File: config.mk
export PLATFORM = sky130hd
export DESIGN_NAME = dom_share_encoder
export DESIGN_NICKNAME = d
export VERILOG_FILES = /design/src/rtl/dom_share_encoder_pkg.sv /design/src/rtl/dom_share_encoder_share_reg.sv /design/src/rtl/dom_share_encoder.sv
export SDC_FILE = /design/constraint.sdc
export NUM_CORES = 1
export LEC_CHECK = 0
export ABC_AREA = 1
export CORE_ASPECT_RATIO = 2
export CORE_UTILIZATION = 50
export CTS_BUF_LIST = sky130_fd_sc_hd__clkbuf_4
export DETAILED_ROUTE_END_ITERATION = 6
export GPL_ROUTABILITY_DRIVEN = 0
export PLACE_DENSITY_LB_ADDON = 0.15
export REMOVE_ABC_BUFFERS = 1
export SETUP_SLACK_MARGIN = 0.1
export SLEW_MARGIN = 30
export SYNTH_ARGS = -nofsm -noshare
export SYNTH_HDL_FRONTEND = slang
export SYNTH_HIERARCHICAL = 1
export SYNTH_SLANG_ARGS = --single-unit
File: constraint.sdc
create_clock -name clock_0 -period 3.15 [get_ports clock_0]
set_input_delay 0.945 -clock clock_0 [delete_from_list [all_inputs] [get_ports clock_0]]
set_output_delay 0.945 -clock clock_0 [all_outputs]
set_load 0.01 [all_outputs]
File: src/rtl/dom_share_encoder_pkg.sv
// rtl/dom_share_encoder_pkg.sv - shared types and defaults for the DOM share encoder
// Purpose : FSM state enum and default widths used by the encoder, its
//           share-register sub-module and its bus interface.
package dom_share_encoder_pkg;

   localparam int DEFAULT_WIDTH = 8;
   localparam int DEFAULT_CNT_W = 16;

   typedef enum logic [1:0] {
      IDLE = 2'd0,
      RAND = 2'd1,
      OUT  = 2'd2
   } state_t;

endpackage

File: src/rtl/dom_share_encoder_share_reg.sv
// rtl/dom_share_encoder_share_reg.sv - one share register (dom_share_reg)
// Purpose : WIDTH-bit register with load enable and asynchronous active-low
//           clear; each share lives in its own instance so shares never meet
//           in common logic.
// Ports   : clk, rst_n (async clear), ld (load enable), d (next value), q (share)
module dom_share_reg
   import dom_share_encoder_pkg::*;
#(
   parameter int WIDTH = DEFAULT_WIDTH
) (
   input  logic             clk,
   input  logic             rst_n,
   input  logic             ld,
   input  logic [WIDTH-1:0] d,
   output logic [WIDTH-1:0] q
);

   always_ff @(posedge clk or negedge rst_n) begin
      if (!rst_n) begin
         q <= '0;
      end else if (ld) begin
         q <= d;
      end
   end

endmodule

File: src/rtl/dom_share_encoder.sv
// rtl/dom_share_encoder.sv - first-order DOM share encoder (plaintext -> two shares)
// Purpose : accepts a plaintext word, waits for one fresh mask, emits the
//           registered share pair (data^mask, mask) and counts delivered pairs.
// Ports   : clock_0, reset_0 (async active-low)
//           io_in_data/io_in_valid/io_in_ready   plaintext handshake
//           p_rand/p_rand_valid/p_rand_ready     mask handshake
//           io_o_s0/io_o_s1/io_o_valid/io_o_ready share-pair handshake
//           io_cnt                               delivered pairs, wraps silently
module dom_share_encoder
   import dom_share_encoder_pkg::*;
#(
   parameter int WIDTH = DEFAULT_WIDTH,
   parameter int CNT_W = DEFAULT_CNT_W
) (
   input  logic             clock_0,
   input  logic             reset_0,
   input  logic [WIDTH-1:0] io_in_data,
   input  logic             io_in_valid,
   output logic             io_in_ready,
   input  logic [WIDTH-1:0] p_rand,
   input  logic             p_rand_valid,
   output logic             p_rand_ready,
   output logic [WIDTH-1:0] io_o_s0,
   output logic [WIDTH-1:0] io_o_s1,
   output logic             io_o_valid,
   input  logic             io_o_ready,
   output logic [CNT_W-1:0] io_cnt
);

   state_t           state_q;
   state_t           state_d;
   logic             alive_q;
   logic [WIDTH-1:0] plain_q;
   logic [WIDTH-1:0] s0_q;
   logic [WIDTH-1:0] s1_q;
   logic [CNT_W-1:0] cnt_q;
   logic             accept;
   logic             take_mask;
   logic             deliver;

   assign accept    = io_in_ready & io_in_valid;
   assign take_mask = p_rand_ready & p_rand_valid;
   assign deliver   = io_o_valid & io_o_ready;

   // alive_q keeps io_in_ready low through reset and sets on the first edge after it.
   always_ff @(posedge clock_0 or negedge reset_0) begin
      if (!reset_0) begin
         state_q <= IDLE;
         alive_q <= 1'b0;
      end else begin
         state_q <= state_d;
         alive_q <= 1'b1;
      end
   end

   always_comb begin
      state_d = state_q;
      case (state_q)
         IDLE:    if (accept)    state_d = RAND;
         RAND:    if (take_mask) state_d = OUT;
         OUT:     if (deliver)   state_d = IDLE;
         default: state_d = IDLE;
      endcase
   end

   always_comb begin
      io_in_ready  = 1'b0;
      p_rand_ready = 1'b0;
      io_o_valid   = 1'b0;
      case (state_q)
         IDLE:    io_in_ready  = alive_q;
         RAND:    p_rand_ready = 1'b1;
         OUT:     io_o_valid   = 1'b1;
         default: ;
      endcase
   end

   // Plaintext is wiped as soon as the mask is applied so it never lingers next to s1.
   always_ff @(posedge clock_0 or negedge reset_0) begin
      if (!reset_0) begin
         plain_q <= '0;
      end else if (accept) begin
         plain_q <= io_in_data;
      end else if (take_mask) begin
         plain_q <= '0;
      end
   end

   always_ff @(posedge clock_0 or negedge reset_0) begin
      if (!reset_0) begin
         cnt_q <= '0;
      end else if (deliver) begin
         cnt_q <= cnt_q + CNT_W'(1);
      end
   end

   dom_share_reg #(.WIDTH(WIDTH)) u_s0 (
      .clk   (clock_0),
      .rst_n (reset_0),
      .ld    (take_mask),
      .d     (plain_q ^ p_rand),
      .q     (s0_q)
   );

   dom_share_reg #(.WIDTH(WIDTH)) u_s1 (
      .clk   (clock_0),
      .rst_n (reset_0),
      .ld    (take_mask),
      .d     (p_rand),
      .q     (s1_q)
   );

   assign io_o_s0 = s0_q;
   assign io_o_s1 = s1_q;
   assign io_cnt  = cnt_q;

endmodule
==> flow_metrics.py, run 1 <==
metrics = {
    "cts": {
        "cts_tree": "done",
        "clk_pin_slew_ns": 0.12,
        "htreeDepth": 2,
        "worstSkewPairLatency_ns": 0.35,
        "cts_setup_buffers": 0,
        "cts.sinks": 43,
        "hold_buffers": 0,
        "clockBufferDepth": 2,
        "cts_buffers": 5,
        "cts_resized": 0,
        "cts-root-buf": "clkbuf_4",
    },
    "timing": {
        "min_period_over_period": 0.890,
        "worst_slew_pin_slew_ns": 0.534,
        "hold_violations": 0,
        "clock-skew-final_ns": 0.00886,
        "tns_ns": 0,
        "max_clock_freq_mhz": 357,
        "maxSlewHeadroom": 0.644,
        "period_minus_slack_ns": 2.80,
        "rsz0062_at_grt": "false",
        "finalSetupViolations": 0,
        "report.final.slew_viol_count": 0,
    },
    "critical_path": {
        "worstPathRequired_ns": 2.20,
        "crit_family": "buffers and inverters",
        "worstPathCellList": "nor3b_4 -> clkdlybuf4s50_1",
        "cp_num_buf_inv": 1,
        "critical_path_arrival_ns": 1.86,
        "critPathMaxFanout": 10,
        "cpMaxStageDelayCell": "clkdlybuf4s50_1",
        "end_kind": "output port",
        "cp-start-kind": "flop",
        "cp_slowest_stage_delay_ns": 0.62,
        "crit_type": "flop to output port",
    },
    "hold_path": {
        "hold_path_class": "flop to flop",
    },
    "synthesis": {
        "avgSynthCellArea_um2": 8.75,
        "syn_inst": 228,
        "async_reset_ff_frac": 1.00,
        "syn-cell-area_um2": 2000,
        "synth_warnings": 6,
        "seq_area_frac_synth": 0.539,
        "synthFlopType": "dfrtp_1",
        "synth_edf_count": 0,
        "yosys_register_bits": 43,
        "yosysUniqueCellTypes": 24,
    },
    "grt": {
        "grt_max_degree": 44,
        "grt_first_pass_wirelength_mm": 7.18,
        "antenna_found_initial": 0,
        "overflow": 0,
        "grt_pass1_vias": 1710,
        "grt_use_total": 0.235,
    },
    "place": {
        "place.port_buffers": 55,
        "dp_cells": 332,
        "place.detailed.hpwl_mm": 3.37,
    },
    "die": {
        "initial_utilization": 0.519,
        "fp.dieH_um": 91.3,
        "chipWidth_um": 46.7,
        "coreArea_um2": 3840,
        "die-area_um2": 4260,
        "num_rows": 32,
        "io_pins": 56,
    },
    "detailed_routing": {
        "avgViaCountPerCell": 4.92,
        "dr.pass1.iters": 4,
        "drt_iter0_markers": 15,
        "routedWlPerCell_um": 12.8,
        "ant_nets": 0,
        "remaining_drc_errors": 0,
        "routed_wirelength_mm": 4.34,
        "vias": 1673,
    },
    "layout": {
        "insertedDiodeCount": 0,
        "stdcell_count": 340,
        "nets": 310,
        "drive_gt1_frac": 0.0727,
        "syn2layout_area_growth_pct": 35.0,
        "final_cell_mix": "nand2_1, clkdlybuf4s50_1, dfrtp_1",
        "fillCellCount": 359,
        "final_common_cell": "nand2_1",
    },
    "pwr": {
        "power_switching_w": 0.000541,
        "pwr-share-clk": 0.238,
        "ir_worst_vdd_v": 0.000390,
        "total_power_w": 0.00183,
        "combPwrFrac": 0.321,
        "pwr-share-seq": 0.441,
        "p_int_w": 0.00129,
        "p_leak_nw": 1.33,
        "power.density_nw_per_um2": 680,
        "switching_share": 0.295,
    },
    "flow_run": {
        "maxCapViolCount": 0,
    },
    "status": {
        "outcome": "complete, no violations",
    },
}
==> through the flow <==
step	hold slack [ns]	setup slack [ns]	cell area [um2]	utilization
2_1_floorplan	0.488	1.36	1970	-
3_3_place_gp	0.452	0.738	2590	0.673
3_5_place_dp	0.457	0.729	2590	0.673
4_1_cts	0.488	0.326	2690	0.700
5_1_grt	0.504	0.251	2690	0.701
6_report	0.484	0.348	2690	0.701
==> cell usage after synthesis (2+ instances only) <==
library cell / count / share of area
nand2_1: 88 / 0.17
dfrtp_1: 43 / 0.54
nand3_1: 24 / 0.060
inv_1: 20 / 0.038
xor2_1: 11 / 0.048
nor2_1: 9 / 0.017
nand4_1: 6 / 0.019
xnor2_1: 5 / 0.022
inv_2: 3 / 0.0056
nor2_4: 3 / 0.017
buf_6: 2 / 0.011
o21ai_0: 2 / 0.0050
==> flip-flops by register name, summed over array words and instances, names as in the netlist <==
signal and count:
u_s1/q 8, io_cnt 16, u_s0/q 8, state_q 2, alive_q 1, plain_q 8
==> power by group through the flow <==
stage                     combinational, W  sequential (W)  clock (W)
after floorplan                   0.000202        0.000871          0
after global placement            0.000583        0.000814          0
after detailed placement          0.000596        0.000823          0
after CTS                         0.000597        0.000811   0.000444
after global routing              0.000656        0.000827   0.000468
final                             0.000588        0.000809   0.000435
==> final cells by class <==
type / instances / area [um2] / area share
Multi-Input combinational cell: 159 / 807 / 0.300
Inverter: 23 / 86.3 / 0.0320
Timing Repair Buffer: 56 / 556 / 0.206
Clock inverter: 2 / 60.1 / 0.0223
Tap cell: 51 / 63.8 / 0.0237
Sequential cell: 43 / 1080 / 0.399
Clock buffer: 6 / 45.0 / 0.0167
==> worst min-delay path: stages (launching register included) <==
cell     delay (ns)
dfrtp_1        0.36
nand2_1        0.05
nand2_1        0.04
==> metal layers <==
metal | share of wire | track usage | routed length [um]
met2 | 0.58 | 0.435 | 2520
met4 | 0.029 | 0.112 | 125
met1 | 0.34 | 0.208 | 1470
met5 | 0 | 0 | 0
met3 | 0.052 | 0.0636 | 226
==> worst paths after layout <==
| kind | from | endpoint | slack, ns | cells past startpoint |
|---|---|---|---|---|
| setup / recovery | state_q[1] | io_in_ready | 0.35 | 2 |
| hold / removal | u_s0/q[5] | u_s0/q[5] | 0.48 | 2 |
| hold reg to reg | u_s0/q[5] | u_s0/q[5] | 0.48 | 2 |
| max in group asynchronous | reset_0 | io_cnt[2] | 2.23 | 1 |
| min in group asynchronous | reset_0 | u_s1/q[5] | 0.55 | 1 |
| setup reg to reg | state_q[0] | u_s1/q[4] | 1.57 | 7 |
==> logic make-up after synthesis <==
family / synth area share
simple gates: 0.311
flops: 0.539
buf+inv: 0.0564
xor+xnor: 0.0702
compound gates: 0.0150
fa+ha+maj: 0.00627
other cells: 0.00188
Power figures use the tool's default switching activity.
==> run 2, diff against run 1 <==
- CORE_UTILIZATION: 50 -> 53
==> run 2 against run 1 <==
Net effect: total power grew 0.70%; setup slack better by 0.26 ns; via count rose by 0.30%; critical path depth grew 2; non-clock buffer count is the same; critical endpoint is now io_o_valid.
==> flow_metrics.py, run 2 (synthesis gave the netlist of run 1 again) <==
metrics = {
    "status": {
        "outcome": "complete, no violations",
    },
    "layout": {
        "final_cell_mix": "nand2_1, clkdlybuf4s50_1, dfrtp_1",
        "nets": 310,
        "largest_reg_flops": 16,
        "drive_gt1_frac": 0.0727,
        "final_common_cell": "nand2_1",
        "insertedDiodeCount": 0,
        "fillCellCount": 301,
        "syn2layout_area_growth_pct": 34.9,
    },
    "timing": {
        "maxSlewHeadroom": 0.641,
        "period_minus_slack_ns": 2.54,
        "finalSetupViolations": 0,
        "clock-skew-final_ns": 0.0127,
        "hold_violations": 0,
        "min_period_over_period": 0.808,
        "worst_slew_pin_slew_ns": 0.539,
        "tns_ns": 0,
        "max_clock_freq_mhz": 393,
        "setup_ws_ns": 0.606,
        "report.final.slew_viol_count": 0,
        "rsz0062_at_grt": "false",
    },
    "critical_path": {
        "reg2reg_to": "u_s1/q[7]",
        "critical_path_arrival_ns": 1.60,
        "path_common_cell": "inv_1",
        "crit_type": "flop to output port",
        "worstRegToRegCells": 7,
        "cp_slowest_stage_delay_ns": 0.52,
        "cp-start-kind": "flop",
        "critPathMaxFanout": 4,
        "r2r-start": "state_q[0]",
        "cpMaxStageDelayCell": "clkdlybuf4s50_1",
        "r2r_slack_ns": 1.37,
        "worstPathRequired_ns": 2.20,
        "worstPathCellList": "inv_1 -> nand2_1 -> inv_1 -> clkdlybuf4s50_1",
        "end_kind": "output port",
    },
    "grt": {
        "grt_first_pass_wirelength_mm": 6.82,
        "antenna_found_initial": 0,
        "overflow": 0,
        "grt_pass1_vias": 1609,
        "grt_use_total": 0.239,
        "grt_max_degree": 44,
    },
    "die": {
        "chipWidth_um": 45.4,
        "num_rows": 31,
        "die-area_um2": 4030,
        "initial_utilization": 0.553,
        "io_pins": 56,
        "coreArea_um2": 3610,
        "fp.dieH_um": 88.8,
    },
    "cts": {
        "cts.sinks": 43,
        "clockBufferDepth": 2,
        "hold_buffers": 0,
        "clk_pin_slew_ns": 0.13,
        "cts_buffers": 5,
        "cts_resized": 0,
        "cts-root-buf": "clkbuf_4",
        "cts_tree": "done",
        "htreeDepth": 2,
        "cts_setup_buffers": 0,
        "worstSkewPairLatency_ns": 0.35,
    },
    "detailed_routing": {
        "ant_nets": 0,
        "routedWlPerCell_um": 12.9,
        "avgViaCountPerCell": 4.96,
        "routed_wirelength_mm": 4.37,
        "remaining_drc_errors": 0,
        "vias": 1678,
        "dr.pass1.iters": 4,
        "drt_iter0_markers": 21,
    },
    "hold_path": {
        "min_from": "u_s0/q[7]",
        "hold_end": "u_s0/q[7]",
        "hold_path_class": "flop to flop",
        "whs_path_depth": 2,
    },
    "place": {
        "place.port_buffers": 55,
        "place_ws_ns": 0.624,
        "place.detailed.hpwl_mm": 3.35,
    },
    "pwr": {
        "ir_worst_vdd_v": 0.000426,
        "p_leak_nw": 1.33,
        "power.density_nw_per_um2": 686,
    },
    "flow_run": {
        "maxCapViolCount": 0,
    },
}
run 2: cell counts in the layout (fill, tap and decap cells not counted):
Identical to the previous run, type by type.
run 2: cell type report:
class / instances / area, um2 / area share
Clock buffer: 6 / 45.0 / 0.0167
Clock inverter: 2 / 60.1 / 0.0223
Inverter: 23 / 86.3 / 0.0321
Multi-Input combinational cell: 159 / 807 / 0.300
Sequential cell: 43 / 1080 / 0.400
Tap cell: 49 / 61.3 / 0.0228
Timing Repair Buffer: 56 / 556 / 0.206
run 2: per-layer routing:
layer,routed length (um),global-route usage,up-vias
met2,2540,0.444,47
met3,190,0.0490,12
met5,0,0,-
li1,-,-,828
met1,1500,0.228,791
met4,142,0.127,0
run 2: through the flow:
| step | std cells | power, W | cell area (um2) | hold slack (ns) | utilization |
|---|---|---|---|---|---|
| after floorplan | 225 | 0.00107 | 1970 | 0.488 | - |
| after global placement | 330 | 0.00141 | 2580 | 0.453 | 0.716 |
| after detailed placement | 330 | 0.00143 | 2580 | 0.458 | 0.716 |
| after CTS | 338 | 0.00186 | 2690 | 0.489 | 0.745 |
| after global routing | 338 | 0.00196 | 2690 | 0.508 | 0.746 |
| final | 338 | 0.00185 | 2690 | 0.484 | 0.746 |
run 2: how the worst max path moves through the flow:
stage | endpoint | from
6_report | io_o_valid | state_q[0]
5_1_grt | io_in_ready | state_q[1]
4_1_cts | io_o_valid | state_q[0]
3_5_place_dp | u_s1/q[6] | p_rand_valid
3_3_place_gp | u_s1/q[6] | p_rand_valid
2_1_floorplan | u_s0/q[6] | p_rand_valid
run 2: report_power, final:
| part | internal [W] | switching, W | total (W) |
|---|---|---|---|
| Sequential | 0.000707 | 0.000110 | 0.000817 |
| Clock | 0.000256 | 0.000177 | 0.000434 |
| Combinational | 0.000330 | 0.000265 | 0.000595 |
run 2: critical path, delay by kind of cell, from the launching register on:
kind	cells	cell delay, ns
buf+inv	3	0.73
simple gates	1	0.10
flops	1	0.42
==> run 3, diff against run 2 <==
- CORE_UTILIZATION: 53 -> 49
- clock period: 3.15 -> 2.44 ns (I/O delays scaled with it)
==> run 3 against run 2 <==
Net effect: sequential share of layout area is 0.20 points higher; clock power is 25% lower; clock skew is 0.0068 ns lower; design area is 0.37% lower; count of clock-buffer cells in the layout is 1 lower; critical path depth stayed put; die area is 7.9% higher; critical path type unchanged; global-route usage is 0.42 points higher; final cell count is 1.5% higher.
==> flow_metrics.py, run 3 (synthesis gave the netlist of run 1 again) <==
metrics = {
    "die": {
        "coreArea_um2": 3880,
        "num_rows": 32,
        "initial_utilization": 0.514,
        "io_pins": 56,
        "chipWidth_um": 47.1,
        "die-area_um2": 4350,
        "fp.dieH_um": 92.3,
    },
    "pwr": {
        "combPwrFrac": 0.360,
        "power.density_nw_per_um2": 806,
        "pwr-share-seq": 0.489,
        "pwr-share-clk": 0.151,
        "switching_share": 0.329,
        "total_power_w": 0.00216,
        "power_switching_w": 0.000710,
        "p_leak_nw": 1.35,
        "ir_worst_vdd_v": 0.000433,
        "p_int_w": 0.00145,
    },
    "timing": {
        "max_clock_freq_mhz": 439,
        "report.final.slew_viol_count": 0,
        "min_period_over_period": 0.933,
        "rsz0062_at_grt": "false",
        "finalSetupViolations": 0,
        "clock-skew-final_ns": 0.00593,
        "whs_ns": 0.339,
        "period_minus_slack_ns": 2.28,
        "worst_slew_pin_slew_ns": 0.520,
        "maxSlewHeadroom": 0.653,
        "tns_ns": 0,
        "hold_violations": 0,
    },
    "place": {
        "place.detailed.hpwl_mm": 3.69,
        "place.port_buffers": 55,
        "place_area_um2": 2620,
    },
    "cts": {
        "hold_buffers": 0,
        "cts.sinks": 43,
        "clockBufferDepth": 2,
        "htreeDepth": 2,
        "clk_pin_slew_ns": 0.12,
        "cts_buffers": 5,
        "worstSkewPairLatency_ns": 0.35,
        "cts-root-buf": "clkbuf_4",
        "cts_tree": "done",
    },
    "hold_path": {
        "hold_path_class": "input port to asynchronous set/reset pin",
    },
    "critical_path": {
        "worstPathRequired_ns": 1.71,
        "critical_path_arrival_ns": 1.54,
        "cp-start-kind": "flop",
        "end_kind": "output port",
        "critPathMaxFanout": 3,
        "crit_type": "flop to output port",
        "r2r_slack_ns": 0.92,
    },
    "detailed_routing": {
        "drt_iter0_markers": 17,
        "routed_wirelength_mm": 4.64,
        "ant_nets": 0,
        "routedWlPerCell_um": 13.5,
        "dr.pass1.iters": 4,
        "avgViaCountPerCell": 4.87,
        "vias": 1670,
        "remaining_drc_errors": 0,
    },
    "grt": {
        "overflow": 0,
        "grt_use_total": 0.243,
        "grt_pass1_vias": 1662,
        "grt_first_pass_wirelength_mm": 7.36,
        "grt_max_degree": 23,
        "antenna_found_initial": 0,
    },
    "status": {
        "outcome": "complete, no violations",
    },
    "layout": {
        "fin_util": 0.690,
        "nets": 314,
        "final_common_cell": "nand2_1",
        "final_cell_mix": "nand2_1, clkdlybuf4s50_1, dfrtp_1",
        "syn2layout_area_growth_pct": 34.4,
        "drive_gt1_frac": 0.0856,
        "final_cell_area_um2": 2680,
        "fillCellCount": 334,
        "largest_reg_flops": 16,
        "insertedDiodeCount": 0,
    },
    "flow_run": {
        "maxCapViolCount": 0,
    },
}
run 3: cell types whose count changed in the layout (fill, tap and decap cells not counted), sizes merged:
cell | previous run | this run
buf | 2 | 6
bufinv | 2 | 0
clkbuf | 6 | 5
clkdlybuf4s50 | 54 | 52
clkinv | 0 | 2
dlymetal6s2s | 0 | 2
run 3: final timing paths:
check	end	cells after the start	from
worst min register to register	u_s0/q[3]	2	u_s0/q[3]
worst min-delay path	u_s1/q[7]	1	reset_0
max in group asynchronous	plain_q[0]	2	reset_0
worst max-delay path	io_o_valid	4	state_q[0]
min in group clock_0	u_s0/q[3]	2	u_s0/q[3]
worst max register to register	u_s1/q[3]	8	state_q[0]
run 3: layer usage:
layer  up-vias  track usage  wire length (um)
met2        51        0.462              2750
met5         -            0                 0
met1       773        0.215              1590
met3        11       0.0413               159
li1        835            -                 -
met4         0        0.124               144
run 3: power by group through the flow:
stage,clock (W),combinational [W],sequential [W]
2_1_floorplan,0,0.000260,0.00112
3_3_place_gp,0,0.000762,0.00106
3_5_place_dp,0,0.000785,0.00107
4_1_cts,0.000334,0.000787,0.00106
5_1_grt,0.000359,0.000868,0.00108
6_report,0.000326,0.000779,0.00106
run 3: timing repair:
action | CTS | global route
endpoints found under the setup margin | 2 | 3
buffers inserted | 0 | 1
gates resized for setup | 2 | 2
run 3: stage by stage:
stage / setup WS, ns / cells
global placement: 0.401 / 335
finish: 0.164 / 343
CTS: 0.107 / 342
global route: 0.109 / 343
detailed placement: 0.407 / 335
floorplan: 0.846 / 225
run 3: critical path, stage by stage (launching register included):
cell	delay, ns
dfrtp_1	0.44
inv_2	0.10
nand2_1	0.08
inv_1	0.05
clkdlybuf4s50_1	0.52
run 3: cell type report:
cell class                      instances  area, um2  share of cell area
Timing Repair Buffer                   60        601               0.224
Tap cell                               51       63.8              0.0238
Clock buffer                            5       37.5              0.0140
Multi-Input combinational cell        159        807               0.301
Clock inverter                          2       8.76             0.00327
Inverter                               23       86.3              0.0322
Sequential cell                        43       1080               0.402
